`config.mk`:
```
export PLATFORM = sky130hd
export DESIGN_NAME = instr_prefetch_unit
export DESIGN_NICKNAME = d
export VERILOG_FILES = /design/src/rtl/instr_prefetch_unit.sv
export SDC_FILE = /design/constraint.sdc
export NUM_CORES = 1
export LEC_CHECK = 0
export ABC_CLOCK_PERIOD_IN_PS = 5450
export CAP_MARGIN = 25
export CORE_AREA = 3 3 131 133
export DETAILED_ROUTE_END_ITERATION = 8
export DIE_AREA = 0 0 134 136
export PLACE_DENSITY_LB_ADDON = 0.2
export SKIP_LAST_GASP = 1
export SYNTH_ARGS = -nofsm -noshare
export SYNTH_HDL_FRONTEND = slang
export SYNTH_SLANG_ARGS = --single-unit
```
`constraint.sdc`:
```
create_clock -name Clk -period 5.45 [get_ports Clk]
set_input_delay 0.8175 -clock Clk [delete_from_list [all_inputs] [get_ports Clk]]
set_output_delay 0.8175 -clock Clk [all_outputs]
set_load 0.05 [all_outputs]
```
`src/rtl/instr_prefetch_unit.sv`:
```
// ============================================================================
// Module   : instr_prefetch_unit
// Brief    : Sequential instruction prefetcher feeding the RV32I core. Issues
//            word fetches under a credit limit, buffers returned words in an
//            in-order FIFO and flushes/restarts on a redirect.
// Config   : IFU_BYPASS_EN - when defined, a word returning into an empty FIFO
//            is presented to the core in the same cycle (combinational path).
// Revision : 1.0 - initial release
// ============================================================================
`default_nettype none

module instr_prefetch_unit #(
    parameter int                  PC_WIDTH    = 32,
    parameter int                  INSTR_WIDTH = 32,
    parameter int                  FIFO_DEPTH  = 4,
    parameter logic [PC_WIDTH-1:0] RESET_PC    = '0
) (
    input  logic                   Clk,
    input  logic                   Reset,
    output logic                   ImemReq,
    output logic [PC_WIDTH-1:0]    ImemAddr,
    input  logic                   ImemGnt,
    input  logic                   ImemRvalid,
    input  logic [INSTR_WIDTH-1:0] ImemRdata,
    input  logic                   Redirect,
    input  logic [PC_WIDTH-1:0]    RedirectPc,
    output logic                   InstrValid,
    output logic [INSTR_WIDTH-1:0] Instr,
    output logic [PC_WIDTH-1:0]    InstrPc,
    input  logic                   InstrReady
);

    localparam int                  c_PTR_W      = (FIFO_DEPTH > 1) ? $clog2(FIFO_DEPTH) : 1;
    localparam int                  c_CNT_W      = $clog2(FIFO_DEPTH) + 1;
    localparam logic [c_CNT_W:0]    c_DEPTH      = (c_CNT_W + 1)'(FIFO_DEPTH);
    localparam logic [PC_WIDTH-1:0] c_WORD_STEP  = PC_WIDTH'(4);
    localparam logic [PC_WIDTH-1:0] c_ALIGN_MASK = ~PC_WIDTH'(3);

    // Buffer storage and bookkeeping
    logic [INSTR_WIDTH-1:0] r_fifoMem [FIFO_DEPTH];
    logic [c_PTR_W-1:0]     r_wrPtr;
    logic [c_PTR_W-1:0]     r_rdPtr;
    logic [c_CNT_W-1:0]     r_count;
    logic [c_CNT_W-1:0]     r_outstanding;
    logic [c_CNT_W-1:0]     r_discard;
    logic [PC_WIDTH-1:0]    r_fetchPc;
    logic [PC_WIDTH-1:0]    r_outPc;

    logic                   w_fifoEmpty;
    logic [c_CNT_W:0]       w_inUse;
    logic                   w_credit;
    logic                   w_grant;
    logic                   w_rsp;
    logic                   w_drop;
    logic                   w_accept;
    logic                   w_bypass;
    logic                   w_pop;
    logic                   w_popFifo;
    logic                   w_push;
    logic [PC_WIDTH-1:0]    w_redirPc;

    assign w_fifoEmpty = (r_count == '0);

    // Every buffered word plus every in-flight request owns one FIFO slot,
    // so a returning word always has somewhere to land.
    assign w_inUse  = {1'b0, r_count} + {1'b0, r_outstanding};
    assign w_credit = (w_inUse < c_DEPTH);

    // Reset gates the request so it drops the instant reset is asserted.
    assign ImemReq  = w_credit & ~Redirect & Reset;
    assign ImemAddr = r_fetchPc;
    assign w_grant  = ImemReq & ImemGnt;

    // A response with nothing outstanding is a protocol violation; ignore it.
    assign w_rsp    = ImemRvalid & (r_outstanding != '0);
    assign w_drop   = w_rsp & (r_discard != '0);
    assign w_accept = w_rsp & ~w_drop;

`ifdef IFU_BYPASS_EN
    assign w_bypass   = w_fifoEmpty & w_accept;
    assign InstrValid = ~w_fifoEmpty | w_bypass;
    assign Instr      = w_bypass    ? ImemRdata :
                        w_fifoEmpty ? '0        : r_fifoMem[r_rdPtr];
`else
    assign w_bypass   = 1'b0;
    assign InstrValid = ~w_fifoEmpty;
    assign Instr      = w_fifoEmpty ? '0 : r_fifoMem[r_rdPtr];
`endif

    assign InstrPc = r_outPc;

    // A bypassed word that the core takes immediately never enters the FIFO.
    assign w_pop     = InstrValid & InstrReady;
    assign w_popFifo = w_pop & ~w_fifoEmpty;
    assign w_push    = w_accept & ~(w_bypass & InstrReady);

    assign w_redirPc = RedirectPc & c_ALIGN_MASK;

    // Control state: pointers, occupancy, credits, discard count and PCs
    always_ff @(posedge Clk or negedge Reset) begin
        if (!Reset) begin
            r_wrPtr       <= '0;
            r_rdPtr       <= '0;
            r_count       <= '0;
            r_outstanding <= '0;
            r_discard     <= '0;
            r_fetchPc     <= RESET_PC;
            r_outPc       <= RESET_PC;
        end else if (Redirect) begin
            // Everything still in flight after this cycle belongs to the old
            // path; a response landing now is already accounted for.
            r_wrPtr       <= '0;
            r_rdPtr       <= '0;
            r_count       <= '0;
            r_outstanding <= r_outstanding - c_CNT_W'(w_rsp);
            r_discard     <= r_outstanding - c_CNT_W'(w_rsp);
            r_fetchPc     <= w_redirPc;
            r_outPc       <= w_redirPc;
        end else begin
            if (w_push) begin
                r_wrPtr <= r_wrPtr + c_PTR_W'(1);
            end
            if (w_popFifo) begin
                r_rdPtr <= r_rdPtr + c_PTR_W'(1);
            end
            r_count       <= r_count + c_CNT_W'(w_push) - c_CNT_W'(w_popFifo);
            r_outstanding <= r_outstanding + c_CNT_W'(w_grant) - c_CNT_W'(w_rsp);
            r_discard     <= r_discard - c_CNT_W'(w_drop);
            if (w_grant) begin
                r_fetchPc <= r_fetchPc + c_WORD_STEP;
            end
            if (w_pop) begin
                r_outPc <= r_outPc + c_WORD_STEP;
            end
        end
    end

    // FIFO data array; contents are don't-care until covered by r_count
    always_ff @(posedge Clk) begin
        if (w_push && !Redirect) begin
            r_fifoMem[r_wrPtr] <= ImemRdata;
        end
    end

    // Responses are only legal while at least one request is outstanding
    a_noOrphanRsp: assert property (@(posedge Clk) disable iff (!Reset)
                                    ImemRvalid |-> (r_outstanding != '0));

endmodule

`default_nettype wire

```
==> results.ini <==
[clock_tree]
htree_levels = 1
cts_root_buffer = clkbuf_16
cts_tree = yes
clock_path_buffers = 3
cts.clk_slew.worst_paths_ns = 0.06
cts_setup_buffers = 0
cts_buffers = 21
clock-sinks = 201
post_cts_resize_count = 0
holdBufCountCts = 0
clkLatencyLatePin_ns = 0.50

[grt]
antenna_found_initial = 0
grt_pass1_wl_mm = 34.2
grt.overflow.total = 0
grt_pass1_vias = 6474
grt_max_degree = 74
track_usage_pct = 23.7

[drt]
antenna_left = 0
routed_via_density = 5.86
drt-initial-drc-count = 363
avgRoutedWirePerCell_microns = 20.5
route.vias.total = 6144
firstDrtPassIters = 5
finalWirelength_mm = 21.5
drcViolationCount = 0

[final_layout]
fill_cells = 1037
drive_gt1_share_pct = 12.1
syn2layout_area_growth_pct = 27.2
fin_nets = 906
insertedDiodeCount = 0

[logic_synthesis]
synth_simple_gate_area_share_pct = 13.3
synth-xor-area-share_pct = 4.40
synth_compound_area_share_pct = 5.16
synth_edf_count = 128
muxShareOfSynthArea_pct = 9.67
synth_top_area_share_pct = 42.0
ys_types = 53
synth_cells = 657
yosysWarningCount = 0
synthArstFlopShare_pct = 36.3
synth_most_common_cell = edfxtp_1
synth_top_cell_by_area = edfxtp_1
syn-cell-area_sq_um = 9150
synthFlopType = edfxtp_1
ys_seq_elements = 201
postSynthAreaPerCell_sq_um = 13.9
synth_top_family_by_area = simple AND/OR/NAND/NOR gates
synthTopCellsByArea = edfxtp_1 (42%), dfrtp_1 (20%), mux4_2 (7.9%)
seq_area_frac_synth_pct = 62.0
yosys.area_share.adder_pct = 2.63
synth_common_cells = edfxtp_1 (128), dfrtp_1 (73), nand2_1 (42), and2_1 (41), nand3_1 (34)

[job]
drv_cap = 0

[worst_setup_path]
required_ns = 4.63
critical_path_arrival_ns = 3.22
worstPathCellList = buf_4 > mux4_2 > and2_1 > clkdlybuf4s50_1
worst_path_dominant_cell_family = buffers and inverters
critPathBufInv = 2
end_kind = primary output
worst_path_max_delay_cell = dfrtp_2
crit_fanout = 23
criticalPathCategory = flop to primary output
critPathLaunchType = flop
max_stage_delay_ns = 0.89

[pwr]
power_density_nw_per_um2 = 447
irDropWorstVdd_mv = 0.316
total_power_mw = 5.20
power.leakage_nw = 4.15

[sta]
finalSetupTns_ns = 0
tightest_slew_ns = 0.953
fmax_ghz = 0.248
final_max_slew_viol_count = 0
hold_viol_final = 0
fin_skew_ns = 0.0231
rsz0062_at_grt = no
post-route-min-period_ns = 4.03
setup_viol = 0
slew_headroom_pct = 36.5
fin_crit_sh_pct = 74.0

[place]
dpl.hpwl_mm = 14.5
port_buffers = 161
finalWeightedCongestion = 0.889

[status]
status = completed

[worst_hold_path]
min-delay-path-class = input pin to asynchronous set/reset pin

[floorplan]
core-area_sq_um = 15900
die_y_microns = 136
dieArea_sq_um = 18200
floorplan.initialDensity_pct = 57.4
rows = 46
die_width_microns = 134
io_pins = 168

-- logic make-up after synthesis --
family / after synthesis
AND/OR/NAND/NOR: 214
flip-flops: 201
AO/OA/AOI/OAI: 73
buffers and inverters: 57
multiplexers: 47
XOR/XNOR: 46
adder cells (fa/ha/maj): 18
other: 1
-- cells in the final DEF (no fill, tap or decap), types with 4 or more instances in the layout --
cell and n:
or4_1 5, dfrtp_1 72, and3_1 5, nand2b_1 6
and2_2 4, nor4_2 6, o21ai_0 24, nand3_1 34
mux2i_1 4, o31a_1 4, buf_4 7, ha_1 16
xor2_1 25, clkdlybuf4s50_1 159, conb_1 4, inv_1 22
nand2_1 42, a21boi_0 5, o211ai_1 14, and2_1 37
and4_1 8, a21oi_1 9, xnor2_1 21, nor2_1 21
nor3_1 7, mux2_2 11, clkbuf_1 8, edfxtp_1 128
mux4_2 32, nand4_1 22, clkbuf_16 21, nor4_1 4
-- path summary, 6_finish.rpt --
| check | slack [ns] | to | cells after the start | from |
|---|---|---|---|---|
| min | 0.29 | ImemAddr[13]$_DFFE_PN0N_ | 2 | Reset |
| min in group Clk | 0.56 | ImemAddr[31]$_DFFE_PN0N_ | 2 | ImemAddr[31]$_DFFE_PN0N_ |
| max reg2reg | 1.56 | r_outstanding[2]$_DFF_PN0_ | 12 | r_count[2]$_DFF_PN0_ |
| max in group asynchronous | 4.60 | r_rdPtr[1]$_DFFE_PN0P_ | 3 | Reset |
| min reg2reg | 0.56 | ImemAddr[31]$_DFFE_PN0N_ | 2 | ImemAddr[31]$_DFFE_PN0N_ |
| max | 1.42 | Instr[29] | 4 | r_rdPtr[0]$_DFFE_PN0P_ |
-- where the power goes --
| part | switching [mW] | leakage, nW | total (mW) | internal [mW] |
|---|---|---|---|---|
| registers | 0.176 | 2.03 | 1.92 | 1.74 |
| logic | 1.16 | 1.79 | 1.87 | 0.714 |
| clock network | 0.562 | 0.331 | 1.41 | 0.852 |
| total | 1.90 | 4.15 | 5.20 | 3.31 |
-- flip-flops by register name, summed over array words and instances, names as in the netlist --
register and count:
r_fifoMem 128, r_rdPtr 2, r_count 3, r_outstanding 3, r_discard 3, r_wrPtr 2
InstrPc 30, ImemAddr 30
-- layer usage --
metal,vias up,wire [microns],global-route usage [%]
met5,-,0,0
met4,0,464,7.49
met3,40,1580,4.70
met2,264,10800,40.0
met1,3052,8690,31.3
li1,2788,-,-
-- through the flow --
step	hold slack, ns	instance area, sq um	instances	setup WS (ns)	utilization (%)
global placement	0.548	10900	1010	1.54	68.5
floorplan	0.503	9160	660	2.41	-
global route	0.272	11600	1049	1.23	73.0
finish	0.288	11600	1049	1.42	73.0
CTS	0.565	11600	1048	1.34	72.8
detailed placement	0.547	10900	1010	1.32	68.5
-- area by class of cell --
cell class,instances,area (sq um),area share (%)
well taps,216,270,2.32
clock buffers,32,597,5.13
clock inverters,6,86.3,0.742
repair buffers,169,1680,14.5
flip-flops and latches,201,5670,48.8
multi-input cells,402,3240,27.9
inverters,23,86.3,0.742
No activity file was read; power rests on OpenSTA's default activity.
